[src/rtl/bus_loader.sv]
// Bus initiator: loads port words into consecutive memory addresses, or dumps memory words to a port.
// Bus requests are held until ready is sampled; port_out is held until port_ack; load words wait in a small FIFO.
module bus_loader #(
  parameter int fifo_addr = 2,
  parameter int fifo_size = 4
) (
  input  logic        clk,
  input  logic        reset,
  input  logic        start,
  input  logic        dir,
  input  logic [15:0] base,
  input  logic [15:0] count,
  output logic        busy,
  output logic        done,
  output logic        overflow,
  input  logic        ready,
  output logic        read,
  output logic        write,
  output logic [15:0] address,
  input  logic [15:0] data_in,
  output logic [15:0] data_out,
  input  logic        port_write,
  input  logic [15:0] port_in,
  output logic        port_valid,
  input  logic        port_ack,
  output logic [15:0] port_out
);

  typedef enum logic [2:0] {IDLE, L_WAIT, L_WRITE, D_READ, D_OUT, FIN} state_t;

  state_t      state, state_d;
  logic [15:0] addr, addr_d, remaining, remaining_d;
  logic        dir_r, dir_d;
  logic        busy_d, done_d, overflow_d, read_d, write_d, port_valid_d;
  logic [15:0] address_d, data_out_d, port_out_d;

  logic [15:0]          fifo_mem [fifo_size];
  logic [fifo_addr-1:0] wr_ptr, rd_ptr;
  logic [fifo_addr:0]   fifo_cnt;
  logic                 fifo_empty, fifo_full, push_req, push, pop, accept;

  // Depth is a power of two, so the count MSB alone marks full.
  assign fifo_empty = (fifo_cnt == '0);
  assign fifo_full  = fifo_cnt[fifo_addr];
  assign accept     = start && (state == IDLE) && !busy;
  assign push_req   = port_write && busy && !dir_r;
  assign pop        = (state == L_WAIT) && !fifo_empty;
  assign push       = push_req && (!fifo_full || pop);

  always_comb begin
    state_d      = state;
    addr_d       = addr;
    remaining_d  = remaining;
    dir_d        = dir_r;
    busy_d       = busy;
    done_d       = 1'b0;
    read_d       = read;
    write_d      = write;
    address_d    = address;
    data_out_d   = data_out;
    port_valid_d = port_valid;
    port_out_d   = port_out;
    overflow_d   = overflow;
    if (accept)
      overflow_d = 1'b0;
    else if (push_req && fifo_full && !pop)
      overflow_d = 1'b1;

    unique case (state)
      IDLE: begin
        busy_d = 1'b0;
        if (accept) begin
          busy_d      = 1'b1;
          addr_d      = base;
          remaining_d = count;
          dir_d       = dir;
          if (count == 16'd0) begin
            state_d = FIN;
          end else if (dir) begin
            state_d   = D_READ;
            read_d    = 1'b1;
            address_d = base;
          end else begin
            state_d = L_WAIT;
          end
        end
      end
      L_WAIT: begin
        if (pop) begin
          data_out_d = fifo_mem[rd_ptr];
          address_d  = addr;
          write_d    = 1'b1;
          state_d    = L_WRITE;
        end
      end
      L_WRITE: begin
        if (ready) begin
          write_d     = 1'b0;
          addr_d      = addr + 16'd1;
          remaining_d = remaining - 16'd1;
          if (remaining == 16'd1) state_d = FIN;
          else                    state_d = L_WAIT;
        end
      end
      D_READ: begin
        if (ready) begin
          read_d       = 1'b0;
          port_out_d   = data_in;
          port_valid_d = 1'b1;
          state_d      = D_OUT;
        end
      end
      D_OUT: begin
        if (port_ack) begin
          port_valid_d = 1'b0;
          addr_d       = addr + 16'd1;
          remaining_d  = remaining - 16'd1;
          if (remaining == 16'd1) begin
            state_d = FIN;
          end else begin
            state_d   = D_READ;
            read_d    = 1'b1;
            address_d = addr + 16'd1;
          end
        end
      end
      FIN: begin
        done_d  = 1'b1;
        state_d = IDLE;
      end
      default: state_d = IDLE;
    endcase
  end

  always_ff @(posedge clk) begin
    if (!reset) begin
      state      <= IDLE;
      addr       <= '0;
      remaining  <= '0;
      dir_r      <= 1'b0;
      busy       <= 1'b0;
      done       <= 1'b0;
      overflow   <= 1'b0;
      read       <= 1'b0;
      write      <= 1'b0;
      port_valid <= 1'b0;
      address    <= '0;
      data_out   <= '0;
      port_out   <= '0;
      wr_ptr     <= '0;
      rd_ptr     <= '0;
      fifo_cnt   <= '0;
    end else begin
      state      <= state_d;
      addr       <= addr_d;
      remaining  <= remaining_d;
      dir_r      <= dir_d;
      busy       <= busy_d;
      done       <= done_d;
      overflow   <= overflow_d;
      read       <= read_d;
      write      <= write_d;
      port_valid <= port_valid_d;
      address    <= address_d;
      data_out   <= data_out_d;
      port_out   <= port_out_d;
      if (accept) begin
        wr_ptr   <= '0;
        rd_ptr   <= '0;
        fifo_cnt <= '0;
      end else begin
        if (push) wr_ptr <= wr_ptr + fifo_addr'(1);
        if (pop)  rd_ptr <= rd_ptr + fifo_addr'(1);
        if (push && !pop)
          fifo_cnt <= fifo_cnt + (fifo_addr + 1)'(1);
        else if (pop && !push)
          fifo_cnt <= fifo_cnt - (fifo_addr + 1)'(1);
      end
    end
  end

  // Storage needs no reset: occupancy is tracked by the pointers and count.
  always_ff @(posedge clk) begin
    if (push) fifo_mem[wr_ptr] <= port_in;
  end

endmodule

[config.mk]
export PLATFORM = sky130hd
export DESIGN_NAME = bus_loader
export DESIGN_NICKNAME = d
export VERILOG_FILES = /design/src/rtl/bus_loader.sv
export SDC_FILE = /design/constraint.sdc
export NUM_CORES = 1
export LEC_CHECK = 0
export CAP_MARGIN = 10
export CORE_AREA = 2 2 131 133
export DETAILED_ROUTE_END_ITERATION = 10
export DIE_AREA = 0 0 133 135
export GPL_ROUTABILITY_DRIVEN = 1
export PLACE_DENSITY_LB_ADDON = 0.12
export REMOVE_ABC_BUFFERS = 1
export SYNTH_ARGS = -nofsm -noshare
export SYNTH_HDL_FRONTEND = slang
export SYNTH_SLANG_ARGS = --single-unit
[constraint.sdc]
create_clock -name clk -period 2.3 [get_ports clk]
set_input_delay 0.345 -clock clk [delete_from_list [all_inputs] [get_ports clk]]
set_output_delay 0.345 -clock clk [all_outputs]
set_load 0.005 [all_outputs]
* After elaboration in Yosys (flattened, before gate mapping)
Memory sizes are Yosys's and may differ from the RTL's. A register that Yosys moved wholly into a read port is not among the register bits. Cells that the tools add are included.
Storage, ports and cells: input bits 71, logic and storage cells 117, memories kept 1, bits in registers 81, output and inout port bits 54, bits in writable memories 64
Operators by class: equality and inequality tests 14, reduce and logical (&&, ||, !) cells 37, bitwise operators 1, mux-type cells 43, add/sub/neg operators 6
Memory list:
- fifo_mem | words 4, width 16, read ports 1, clocked after Yosys merged registers in 1, write ports 1, RTL line 37 | logic [15:0] fifo_mem [fifo_size];
Operators with widths (count):
- 16-bit 2-to-1 mux | 12
- 16-bit one-hot mux with 3 select lines | 3
- 3-bit 2-to-1 mux | 10
- 16-bit by 1-bit adder with 16-bit output, second input constant | 1
- 16-bit by 1-bit equality test with 1-bit output, second input constant | 1
- 16-bit zero test | 1
- 2-bit inequality test, second input constant | 8
- 16-bit by 1-bit subtractor with 16-bit output, second input constant | 1
- 3-bit one-hot mux with 5 select lines | 1
- 7-bit AND reduction | 2
- 1-bit 2-to-1 mux | 13
- 1-bit logical AND | 10
- 3-bit nonzero test | 3
- 1-bit zero test | 7
- 3-bit by 2-bit equality test with 1-bit output, second input constant | 2
- 3-bit equality test, second input constant | 2
- 3-bit zero test | 2
- 2-bit AND reduction | 3
- 3-bit AND reduction | 2
- 2-bit nonzero test | 3
- 5-bit AND reduction | 1
- 2-bit by 1-bit adder with 2-bit output, second input constant | 2
- 1-bit one-hot mux with 2 select lines | 2
- 4-bit AND reduction | 1
- other kinds (8) | 8

* Depth between registers and ports, before layout
word-level depth 9, mapped depth 12, gate-level depth less buffers 10

* Worst setup path before layout
No wires, ideal clock.
path type register -> register, from register state[0], to register fifo_cnt[2], arrival time 2.314 ns, slack -0.135 ns, setup time 0.121 ns, required time 2.179 ns, stages on the path, launching flop included 12, path through dfxtp_1 buf_6 or3b_1 clkbuf_1 a21oi_2 ha_1 inv_1 fa_1 xor2_1 nor2_1 xnor2_1 nor2_1
On the way: cells in the longest elaborated chain, start to end 7, elaborated cells on any way between the ends 14, classes of those cells eq/ne: 1; mux: 1; reduce/logical: 12
Ends and longest elaborated chain:
- start, declared | RTL line 31 | state_t state, state_d;
- start signal, assigned | RTL line 154 | state <= state_d;
- 3-bit by 1-bit equality test with 1-bit output * | RTL line 47 | assign pop = (state == L_WAIT) && !fifo_empty;
- 1-bit logical AND * | RTL line 47
- 1-bit logical OR * | RTL line 48 | assign push = push_req && (!fifo_full || pop);
- 1-bit logical AND * | RTL line 48
- named net push | RTL line 40 | logic fifo_empty, fifo_full, push_req, push, pop, accept;
- 1-bit zero test | RTL line 176 | else if (pop && !push)
- 1-bit logical AND | RTL line 176
- 2-bit nonzero test (no line)
- end signal, assigned | RTL line 175 | fifo_cnt <= fifo_cnt + (fifo_addr + 1)'(1);
- end signal, assigned | RTL line 177 | fifo_cnt <= fifo_cnt - (fifo_addr + 1)'(1);
- end, declared | RTL line 39 | logic [fifo_addr:0] fifo_cnt;
The timed path passes the listed nets; every way through them passes the cells marked *. A chain may end at the register's enable or synchronous reset.

* Worst setup path after layout
Same ends and word-level chain as after synthesis.

==> flow_summary.toml <==
[die]
die-width_um = 133
num_rows = 47
dieArea_um2 = 17960
pin_count = 125
start_util_pct = 44.90
core_area_um2 = 16410
die_height_um = 135

[min_path]
worstHoldStart = "port_out[0]"
hold_depth = 2
hp-class = "reg -> reg"
hold_end = "port_out[0]"

[power]
intPower_mw = 6.933
p_sw_mw = 4.230
power_frac_comb_pct = 41.0
ir_worst_vdd_mv = 0.7503
pwr-share-clk_pct = 24.7
p_per_area_nw_per_um2 = 1154
power_frac_seq_pct = 34.4
p_sw_share_pct = 37.90
p_total_mw = 11.16
p_leak_nw = 3.257

[placed_design]
dpl.hpwl_um = 13360
portBuffers = 124
place_inst = 1071
place_congestion = 0.8465

[flow_run]
cap_violations = 0

[clock_tree]
cts_tree = "yes"
clock_path_buffers = 2
cts_buffers = 17
clk_latency_ns = 0.44
clkTransAtPathRegs_ns = 0.06
root_buffer = "clkbuf_16"
cts.sink_count = 161
h-tree-depth = 4
hold_buffers = 0

[cells_and_area]
area_growth_pct = 31.35
fin_nets = 951
antennaDiodeCount = 0
instances_no_fill = 1104
layout-drive-gt1-share_pct = 13.57

[timing]
worst_pin_slew_ns = 0.5812
max_freq_mhz = 447.9
setup_violations = 0
maxSlewViolCount = 0
skew_ns = 0.01048
relSlewSlack_pct = 61.10
final_hold_viol_count = 0
min_period_ns = 2.233
timing.hold.ws_ns = 0.4549
timing.final.crit_share_pct = 97.08

[worst_setup_path]
cp-end-kind = "flop"
worstReg2RegStart = "state[0]"
r2r-end = "fifo_cnt[2]"
required_ns = 2.61
reg2reg_setup_slack_ns = 0.07
setup.worst_path.start_class = "flop"
crit_fanout = 4
reg2regPathDepth = 9
critPathKind = "reg -> reg"
crit_arrival_ns = 2.55

[logic_synthesis]
yosys.area_share.adder_pct = 1.630
synthArstFlopShare_pct = 0
synth_top_area_share_pct = 26.36
synth_edf_count = 64
muxShareOfSynthArea_pct = 5.774
synth_area_leaders = "dfxtp_1 26%, edfxtp_1 26%, a21oi_1 6.3%"
synth-seq-cells = 161
ys_warn_count = 0
synth-simple-area-share_pct = 16.81
synth_top_family_by_area = "compound AO/OA/AOI/OAI gates"
synth_cells = 735
synth_ff_type = "dfxtp_1"
syn-cell-area_um2 = 7367
synth_area_per_cell_um2 = 10.02
synth.largest_area_cell = "dfxtp_1"
synthXorXnorAreaFrac_pct = 0.9511
seq_area_frac_synth_pct = 52.45
synth_cell_types = 68
synth_compound_area_share_pct = 18.41

[detailed_routing]
firstDrtPassIters = 5
via_per_inst = 5.715
ant_nets = 0
drtIter0Drc = 389
wl_per_cell_um = 18.20
vias = 6309
drc = 0
finalWirelength_um = 20100

[outcome]
status = "completed"

[global_route]
grt_start_max_net_pins = 60
grt_pass1_vias = 6310
grt_usage_pct = 22.85
antenna_found_initial = 1
grt_overflow_total = 0
grt_pass1_wl_um = 32120
## flip-flops by register name (all words and copies together) (netlist names), 2 cells and up
name,flops
fifo_cnt,3
state,3
fifo_mem,64
port_out,16
rd_ptr,2
data_out,16
remaining,16
address,16
wr_ptr,2
addr,16
## per-layer routing
| metal | up-vias | track usage (%) | routed length, um |
|---|---|---|---|
| met1 | 3062 | 27.29 | 8325 |
| li1 | 2982 | - | - |
| met3 | 39 | 5.556 | 1145 |
| met5 | - | 0 | 13 |
| met4 | 2 | 9.976 | 470 |
| met2 | 224 | 39.41 | 10140 |
## synth_stat cells (3+ instances only)
master	n
nand2_1	110
dfxtp_1	97
a21oi_1	93
edfxtp_1	64
nor2_1	44
o21ai_0	41
clkbuf_1	32
nor3_1	24
mux4_2	16
nand3_1	13
nor4_1	12
inv_1	10
a211oi_1	9
a211oi_2	9
buf_2	9
a311oi_1	8
and2_1	8
ha_1	8
a21o_1	7
and2_0	7
nand4_1	7
o21a_1	7
a221oi_1	5
and3_1	4
and4_1	4
buf_4	4
buf_6	4
mux2_2	4
nor3b_1	4
xnor2_1	4
xor2_1	4
a21boi_0	3
a222oi_1	3
a22oi_1	3
o221a_2	3
or3_1	3
or3b_1	3
or4_1	3
## area by class of cell
class,instances,area (um^2)
fill,1383,6730
sequential,161,3864
multi-input combinational,511,3234
timing repair buffer,168,1697
clock buffer,20,436.7
tap,220,275.3
clock inverter,12,125.1
inverter,12,45.04
## timing repair
action                                  4_1_cts  5_1_grt
buffers inserted                              0        1
endpoints found under the setup margin        0        2
gates resized for setup                       0        5
## logic make-up after synthesis
group | Yosys count
adders and majority gates | 9
xor gates and xnor gates | 8
buffers and inverters | 63
and+or+nand+nor | 259
AOI/OAI and AO/OA | 213
muxes | 22
DFF | 161
## power by group through the flow
stage               clock [mW]  combinational [mW]  sequential (mW)
detailed placement           0                4.49             3.87
global route              2.94                4.97             3.89
floorplan                    0                2.55             3.85
CTS                       2.79                4.52             3.82
finish                    2.75                4.57             3.84
global placement             0                4.39             3.85
## layout by cell type, fill, tap and decap left out, types with 8 or more instances in the layout
cell / count
clkdlybuf4s50_1: 124
nand2_1: 110
dfxtp_1: 97
a21oi_1: 92
edfxtp_1: 64
nor2_1: 43
o21ai_0: 41
buf_4: 34
nor3_1: 23
clkbuf_16: 17
mux4_2: 16
nand3_1: 13
nor4_1: 12
inv_1: 10
buf_12: 10
a211oi_2: 9
a211oi_1: 9
and2_1: 8
a311oi_1: 8
## critical path, cell delays in order, from the launching register on
cell and delay [ns]:
dfxtp_1 0.36, or3b_4 0.44, a21oi_4 0.18, ha_2 0.21
inv_1 0.05, fa_1 0.37, xor2_1 0.17, nor2_1 0.15
xnor2_1 0.13, nor2_1 0.06
## metrics by stage
step,setup TNS [ns],utilization [%],cell area [um^2],setup slack (ns)
2_1_floorplan,-29.71,-,7119,-1.203
3_3_place_gp,0,55.39,9087,0.06053
3_5_place_dp,-0.05436,55.39,9087,-0.05436
4_1_cts,0,58.81,9649,0.005085
5_1_grt,-0.01749,58.98,9677,-0.01749
6_report,0,58.98,9677,0.06724
## how the worst max path moves through the flow
stage	cells after the start	end	startpoint	slack, ns
2_1_floorplan	8	fifo_cnt[1]	state[0]	-1.20
3_3_place_gp	10	fifo_cnt[2]	port_write	0.06
3_5_place_dp	10	fifo_cnt[2]	port_write	-0.05
4_1_cts	10	fifo_cnt[2]	state[0]	0.005
5_1_grt	9	fifo_cnt[2]	state[0]	-0.02
6_report	9	fifo_cnt[2]	state[0]	0.07
No activity file was read; power rests on OpenSTA's default activity.
